`src/rtl/servo_scan_pkg.sv`:
```
// servo_scan_pkg: shared state encoding, position codes and constants for the servo scan sequencer
package servo_scan_pkg;

    typedef enum logic [2:0] {
        ST_IDLE,
        ST_SETTLE,
        ST_TRIG,
        ST_WAIT,
        ST_PARK,
        ST_DONE
    } state_t;

    localparam logic [1:0] POS_P0 = 2'b00;
    localparam logic [1:0] POS_P1 = 2'b01;
    localparam logic [1:0] POS_P2 = 2'b10;

    localparam int DEF_SETTLE_CYCLES  = 30_000_000;
    localparam int DEF_TIMEOUT_CYCLES = 3_000_000;
    localparam int DEF_DIST_W         = 16;

    // Wide all-ones pattern, truncated to the distance width at the point of use
    localparam logic [63:0] DIST_TIMEOUT = '1;

    // Bits needed to hold the larger of the two reload values (count-1), at least one bit
    function automatic int timer_width(input int a, input int b);
        int m;
        m = (a > b) ? a : b;
        return ($clog2(m) < 1) ? 1 : $clog2(m);
    endfunction

endpackage

```
`src/rtl/servo_scan_ctrl_timer.sv`:
```
// scan_timer: loadable down-counter that stops at zero, shared by the settle and timeout phases
module scan_timer #(
    parameter int W = 8
) (
    input  logic         clk,
    input  logic         rst_n,
    input  logic         load,
    input  logic [W-1:0] load_val,
    output logic         zero
);

    logic [W-1:0] cnt_q, cnt_d;

    // Reload has priority; otherwise count down and hold at zero
    always_comb begin
        cnt_d = load ? load_val : ((cnt_q != '0) ? cnt_q - W'(1) : cnt_q);
    end

    // Counter register
    always_ff @(posedge clk or negedge rst_n) begin
        if (!rst_n) cnt_q <= '0;
        else        cnt_q <= cnt_d;
    end

    assign zero = (cnt_q == '0);

endmodule

```
`src/rtl/servo_scan_ctrl.sv`:
```
// servo_scan_ctrl: sweeps the servo over three positions, ranging once at each after it settles
module servo_scan_ctrl
    import servo_scan_pkg::*;
#(
    parameter int SETTLE_CYCLES  = DEF_SETTLE_CYCLES,
    parameter int TIMEOUT_CYCLES = DEF_TIMEOUT_CYCLES,
    parameter int DIST_W         = DEF_DIST_W
) (
    input  logic              clk,
    input  logic              rst_n,
    input  logic              start,
    output logic              busy,
    output logic              done,
    output logic [1:0]        pos,
    output logic              us_trig,
    input  logic              us_done,
    input  logic [DIST_W-1:0] us_dist,
    output logic [DIST_W-1:0] dist_p0,
    output logic [DIST_W-1:0] dist_p1,
    output logic [DIST_W-1:0] dist_p2,
    output logic [2:0]        timeout_flags
);

    localparam int TW = timer_width(SETTLE_CYCLES, TIMEOUT_CYCLES);
    localparam logic [TW-1:0] SETTLE_LOAD  = TW'(SETTLE_CYCLES - 1);
    localparam logic [TW-1:0] TIMEOUT_LOAD = TW'(TIMEOUT_CYCLES - 1);

    state_t            state_q, state_d;
    logic [1:0]        idx_q, idx_d;
    logic [1:0]        pos_q, pos_d;
    logic              busy_q, busy_d;
    logic              done_q, done_d;
    logic              trig_q, trig_d;
    logic [2:0]        flags_q, flags_d;
    logic [DIST_W-1:0] dist_q [3];
    logic [DIST_W-1:0] dist_d [3];
    logic              tmr_load, tmr_zero;
    logic [TW-1:0]     tmr_val;

    scan_timer #(.W(TW)) u_timer (
        .clk      (clk),
        .rst_n    (rst_n),
        .load     (tmr_load),
        .load_val (tmr_val),
        .zero     (tmr_zero)
    );

    // Sequencer next-state: every output is registered, so pulses are set on entry to their state
    always_comb begin
        state_d  = state_q;
        idx_d    = idx_q;
        pos_d    = pos_q;
        busy_d   = busy_q;
        done_d   = 1'b0;
        trig_d   = 1'b0;
        flags_d  = flags_q;
        dist_d   = dist_q;
        tmr_load = 1'b0;
        tmr_val  = SETTLE_LOAD;
        case (state_q)
            ST_IDLE: if (start) begin
                state_d  = ST_SETTLE;
                idx_d    = 2'd0;
                pos_d    = POS_P0;
                busy_d   = 1'b1;
                flags_d  = 3'b000;
                tmr_load = 1'b1;
            end
            ST_SETTLE: if (tmr_zero) begin
                state_d = ST_TRIG;
                trig_d  = 1'b1;
            end
            ST_TRIG: begin
                state_d  = ST_WAIT;
                tmr_load = 1'b1;
                tmr_val  = TIMEOUT_LOAD;
            end
            ST_WAIT: if (us_done || tmr_zero) begin
                for (int i = 0; i < 3; i++) begin
                    if (idx_q == 2'(i)) begin
                        dist_d[i]  = us_done ? us_dist : DIST_W'(DIST_TIMEOUT);
                        flags_d[i] = flags_q[i] | ~us_done;
                    end
                end
                tmr_load = 1'b1;
                state_d  = (idx_q == 2'd2) ? ST_PARK : ST_SETTLE;
                pos_d    = (idx_q == 2'd2) ? POS_P1 : idx_q + 2'd1;
                idx_d    = (idx_q == 2'd2) ? idx_q : idx_q + 2'd1;
            end
            ST_PARK: if (tmr_zero) begin
                state_d = ST_DONE;
                done_d  = 1'b1;
                busy_d  = 1'b0;
            end
            ST_DONE: state_d = ST_IDLE;
            default: state_d = ST_IDLE;
        endcase
    end

    // State and output registers
    always_ff @(posedge clk or negedge rst_n) begin
        if (!rst_n) begin
            state_q <= ST_IDLE;
            idx_q   <= 2'd0;
            pos_q   <= POS_P1;
            busy_q  <= 1'b0;
            done_q  <= 1'b0;
            trig_q  <= 1'b0;
            flags_q <= 3'b000;
            dist_q  <= '{default: '0};
        end else begin
            state_q <= state_d;
            idx_q   <= idx_d;
            pos_q   <= pos_d;
            busy_q  <= busy_d;
            done_q  <= done_d;
            trig_q  <= trig_d;
            flags_q <= flags_d;
            dist_q  <= dist_d;
        end
    end

    assign busy          = busy_q;
    assign done          = done_q;
    assign pos           = pos_q;
    assign us_trig       = trig_q;
    assign dist_p0       = dist_q[0];
    assign dist_p1       = dist_q[1];
    assign dist_p2       = dist_q[2];
    assign timeout_flags = flags_q;

endmodule

```
`config.mk`:
```
export PLATFORM = sky130hd
export DESIGN_NAME = servo_scan_ctrl
export DESIGN_NICKNAME = d
export VERILOG_FILES = /design/src/rtl/servo_scan_pkg.sv /design/src/rtl/servo_scan_ctrl_timer.sv /design/src/rtl/servo_scan_ctrl.sv
export SDC_FILE = /design/constraint.sdc
export NUM_CORES = 1
export LEC_CHECK = 0
export CAP_MARGIN = 20
export CORE_UTILIZATION = 35
export DETAILED_ROUTE_END_ITERATION = 8
export HOLD_SLACK_MARGIN = 0.08
export SLEW_MARGIN = 20
export SYNTH_ARGS = -nofsm -noshare
export SYNTH_HDL_FRONTEND = slang
export SYNTH_SLANG_ARGS = --single-unit
```
`constraint.sdc`:
```
create_clock -name clk -period 3.3 [get_ports clk]
set_input_delay 0.825 -clock clk [delete_from_list [all_inputs] [get_ports clk]]
set_output_delay 0.825 -clock clk [all_outputs]
set_load 0.03 [all_outputs]
```
Word level (Yosys, flattened, before mapping)
Cells that the tools add are included.
{ "op_classes": {"addsub": 2, "eq_ne": 14, "n_reduce_logical": 18, "muxes": 32, "n_bitwise": 4} }
{ "ops": {"columns": ["operator", "count"], "rows": [
  ["two-way mux 25 bit", 3],
  ["zero test 25 bit", 1],
  ["nonzero test 25 bit", 1],
  ["subtractor 25 x 1 -> 25 bit (second input constant)", 1],
  ["two-way mux 3 bit", 7],
  ["AND reduction 4 bit", 5],
  ["two-way mux 16 bit", 1],
  ["inequality test 2 bit (second input constant)", 8],
  ["one-hot mux 3 bit (5 select lines)", 1],
  ["AND reduction 3 bit", 5],
  ["two-way mux 1 bit", 10],
  ["two-way mux 2 bit", 5],
  ["one-hot mux 2 bit (2 select lines)", 2],
  ["equality test 3 x 2 -> 1 bit (second input constant)", 2],
  ["one-hot mux 3 bit (2 select lines)", 1],
  ["nonzero test 2 bit", 3],
  ["equality test 3 x 1 -> 1 bit (second input constant)", 1],
  ["equality test 3 bit (second input constant)", 1],
  ["zero test 3 bit", 1],
  ["OR 1 bit", 3],
  ["one-hot mux 1 bit (3 select lines)", 1],
  ["adder 2 x 1 -> 2 bit (second input constant)", 1],
  ["equality test 2 x 1 -> 1 bit (second input constant)", 1],
  ["equality test 2 bit (second input constant)", 1],
  ["other kinds (4)", 4]
]} }
{ "word_totals": {"input_bits": 20, "out_inout_bits": 56, "ff_bits": 86, "wordCells": 83} }

Logic depth before layout (Yosys ltp)
{ "logic_depth": {"ltp_word": 5, "ltp_mapped": 9, "depth_no_buf": 7} }

Modules after synthesis
From an unflattened synthesis, not the netlist that was laid out.
{ "unflattened": {"hier_cells": 374, "area_unflattened_um2": 4092.7} }
{ "modules_own_cells": {"columns": ["mod", "cells_each", "instances", "area_per_inst_um2"], "rows": [
  ["servo_scan_ctrl", 222, 1, 2615.0],
  ["scan_timer", 152, 1, 1477.7]
]} }

Worst setup path after synthesis
No wires, ideal clock.
{ "synth_timing": {"path_kind": "register to register", "startpoint": "register u_timer.cnt_q[14]", "endpoint": "register dist_q, in the netlist dist_p0[10]", "path_slack_ns": 0.793, "required_ns": 3.235, "path_stages_with_launch": 10, "arrival_time_ns": 2.441, "period_less_slack_ns": 2.507, "n_path_buf": 4, "cell_sequence": "dfrtp_1 > or4_1 > buf_2 > or4_4 > buf_6 > o21ai_4 > and3_1 > buf_4 > buf_6 > o22a_1"} }
{ "synth_between": {"elab_chain_len": 3} }
{ "synth_rtl": {"columns": ["element", "line_no", "source"], "rows": [
  ["start, declared", "servo_scan_ctrl_timer.sv:12", "logic [W-1:0] cnt_q, cnt_d;"],
  ["start signal, assigned", "servo_scan_ctrl_timer.sv:22", "else cnt_q <= cnt_d;"],
  ["zero test 25 bit", "servo_scan_ctrl_timer.sv:25", "assign zero = (cnt_q == '0);"],
  ["logical OR 1 bit", "servo_scan_ctrl.sv:78", "ST_WAIT: if (us_done || tmr_zero) begin"],
  ["AND reduction 3 bit (no line)", null, null],
  ["end signal, assigned", "servo_scan_ctrl.sv:119", "dist_q <= dist_d;"],
  ["end, declared", "servo_scan_ctrl.sv:35", "logic [DIST_W-1:0] dist_q [3];"]
]} }
Every way passes these cells.
A chain may end at the register's enable or synchronous reset.

Final worst setup path
{ "layout_timing": {"startpoint": "register u_timer.cnt_q[14]", "endpoint": "register dist_q, in the netlist dist_p1[14]"} }
The elaborated chain is that of the path after synthesis.

==> metrics.txt <==
Final min period=roughly 2.7 ns; share of the synthesized area in the top cell type=between 50% and 60%; clock skew=0.00667 ns; max cap viols=0; number of global-route vias before repair=approximately 3,000; CTS tree=built; initial cell density of the core=a little over a third; Post-synth EDFFs=0; Initial DRC Count=~110; first-pass GRT wire length=16,100 µm; Placement Setup Slack=0.509 ns; Reg2Reg Setup Slack=0.57 ns; global route total overflow=0; FMAX=366 MHz; slack of the critical path=about 0.57 ns; Critical R2R Launch=u_timer.cnt_q[14]; H-Tree Depth=3; vias per cell=5.33; Initial DRT Pass Iterations=4; DIE HEIGHT=106 µm; cell area after synthesis=between 3000 and 4000 µm²; Area growth syn-to-layout=28.4%; main area contributors after synthesis=dfrtp_1 56%, o22a_1 11%, xor2_1 2.3%, nand2_1 2.3%, nor2_1 2.3%; clock sink count=86; post-synth net total=359; CTS Hold Bufs=0; ys async rst share=100%; routed vias=around 3,000; share of cells above drive strength 1=under 10%; Seq/Total Area, Yosys=roughly 57%; Core ar.=10,400 µm²; Final nets=approximately 440; gr usage total=between 10% and 20%; clock slew at reported path FFs=~0.090 ns; unrepaired setup endpoints after global routing=false; largest net degree at the start of global routing=between 50 and 60; Final Slew Violations=0; Gate Count Post-Synth=335; Rows=37; Worst Max-Slew Pin Slew=0.794 ns; Crit Path Category=reg2reg; initial antenna violation count=0; Root Buffer=clkbuf_8; crit share post-route=between 80 and 90%; cts bufs inserted=9; Worst-Skew Late Latency=roughly 0.36 ns; Slew HR=between 40 and 50%; Final HPWL DP=between 6000 and 7000 µm; crit start category=register; flops & latches, synth=86; Final Power=0.00186 W; Top Ports=76; clock buffer depth=2; endpoints failing setup=0; final hold violation count=0; status=finished, final reports clean; prevailing post-synth register cell=dfrtp_1; required time worst endpoint=about 3.6 ns; Leak=between 2 and 2.5 nW; Crit. End Element=register; Post-CTS Setup Bufs=0; area leader, netlist=dfrtp_1; DRT antenna net count=0; GP Congestion=0.795; Hold Path Class=in2async; Worst R2R End=dist_p1[14]; pwr dens=approximately 380 nW/µm²; DRT Wirelength=9880 µm; DRC viols=0; antenna diode count=0; worst ir drop on vdd=~0.21 mV; critical-path maximum fanout=17; FF-to-FF path depth=6; drt wl/cell=~18 µm; I/O Buffers=between 70 and 80; setup_tns=0 ns; post-synth cell types=44; CTS resizes=0; Mean Syn Cell Area=between 10 and 15 µm²; Chip Width=around 110 µm; area of the die=between 10,000 and 15,000 µm²; worst path arrival time=3.03 ns; yosys warns=0
==> cells in the final DEF, fill, tap and decap left out, types with 2 or more instances in the layout <==
cell type / n
or3_1: 7
dfrtp_1: 85
o211ai_1: 3
xnor2_1: 7
nor3b_1: 3
a21oi_1: 11
nand2b_1: 4
nand3_1: 7
a211oi_1: 2
or4_1: 7
clkinv_4: 2
a21o_1: 3
or2_2: 2
a31oi_1: 2
nor2b_1: 2
nor3_1: 11
buf_4: 13
o22a_1: 48
ha_1: 4
nor2_1: 23
nand4_1: 2
nand2_1: 23
clkbuf_1: 2
inv_1: 7
and3_1: 4
clkbuf_8: 9
clkdlybuf4s50_1: 74
o31ai_1: 3
nor4_1: 9
o21ai_0: 15
xor2_1: 10
==> worst max path at each step <==
| stage | from | endpoint | slack (ns) | cells after the start |
|---|---|---|---|---|
| after global placement | start | u_timer.cnt_q[8] | 0.53 | 6 |
| final | u_timer.cnt_q[14] | dist_p1[14] | 0.57 | 6 |
| after CTS | u_timer.cnt_q[14] | dist_p1[13] | 0.58 | 6 |
| after detailed placement | start | u_timer.cnt_q[8] | 0.51 | 6 |
| after global routing | u_timer.cnt_q[14] | dist_p1[9] | 0.44 | 6 |
| after floorplan | u_timer.cnt_q[14] | dist_p0[10] | 0.79 | 9 |
==> layer usage <==
layer / GRT usage (%) / up-vias / wire length (µm)
met5: 0 / - / 0
met4: 6.65 / 0 / 125
met3: 4.60 / 8 / 514
met2: 28.7 / 73 / 4680
met1: 25.5 / 1485 / 4560
li1: - / 1395 / -
==> critical path: stages, from the launching register on <==
cell and delay (ns):
dfrtp_1 0.44, or4_1 0.64, or4_4 0.66, o21ai_4 0.29, and3_1 0.19, buf_4 0.25, o22a_1 0.18
==> synth_stat cells (all sizes together), types with 4 or more instances <==
cell type,n
dfrtp,85
o22a,48
nand2,23
nor2,23
o21ai,17
a21oi,11
nor3,11
xor2,10
buf,9
clkbuf,9
nor4,9
or4,8
inv,7
nand3,7
or3,7
xnor2,7
and3,4
ha,4
nand2b,4
==> cell type report <==
type / instances / area [µm²]
repair buffers: 87 / 838
flip-flops and latches: 86 / 2150
clock buffers: 11 / 131
well taps: 136 / 170
fillers: 982 / 5550
clock inverters: 5 / 60.1
multi-input cells: 224 / 1490
inverters: 7 / 26.3
==> per-stage QoR <==
stage	hold WS (ns)	instances	area, µm²	util (%)
floorplan	0.493	335	3790	-
global placement	0.471	540	4670	44.9
detailed placement	0.476	540	4670	44.9
CTS	0.496	556	4870	46.7
global route	0.513	556	4870	46.7
finish	0.479	556	4870	46.7
==> power breakdown <==
part	leakage, nW	switching (W)	internal, W
sequential	1.11	0.00000172	0.00106
combinational	0.829	0.0000383	0.0000269
clock	0.0935	0.000391	0.000352
==> flip-flops by register name, summed over array words and instances, names as in the netlist <==
| signal | count |
|---|---|
| u_timer.cnt_q | 25 |
| idx_q | 2 |
| dist_p1 | 16 |
| state_q | 3 |
| pos | 2 |
| done | 1 |
| us_trig | 1 |
| timeout_flags | 3 |
| dist_p2 | 16 |
| dist_p0 | 16 |
| busy | 1 |
==> cell families (layout without fill, tap and decap cells) <==
| family | after synthesis | after routing | synth area share, % |
|---|---|---|---|
| XOR/XNOR | 17 | 17 | 3.93 |
| AND/OR/NAND/NOR | 106 | 106 | 14.4 |
| AO/OA/AOI/OAI | 97 | 97 | 19.4 |
| flip-flops | 86 | 86 | 56.8 |
| buffers and inverters | 25 | 110 | 4.09 |
| adder cells (fa/ha/maj) | 4 | 4 | 1.32 |
Note: power is estimated with default switching activity, not from simulation.
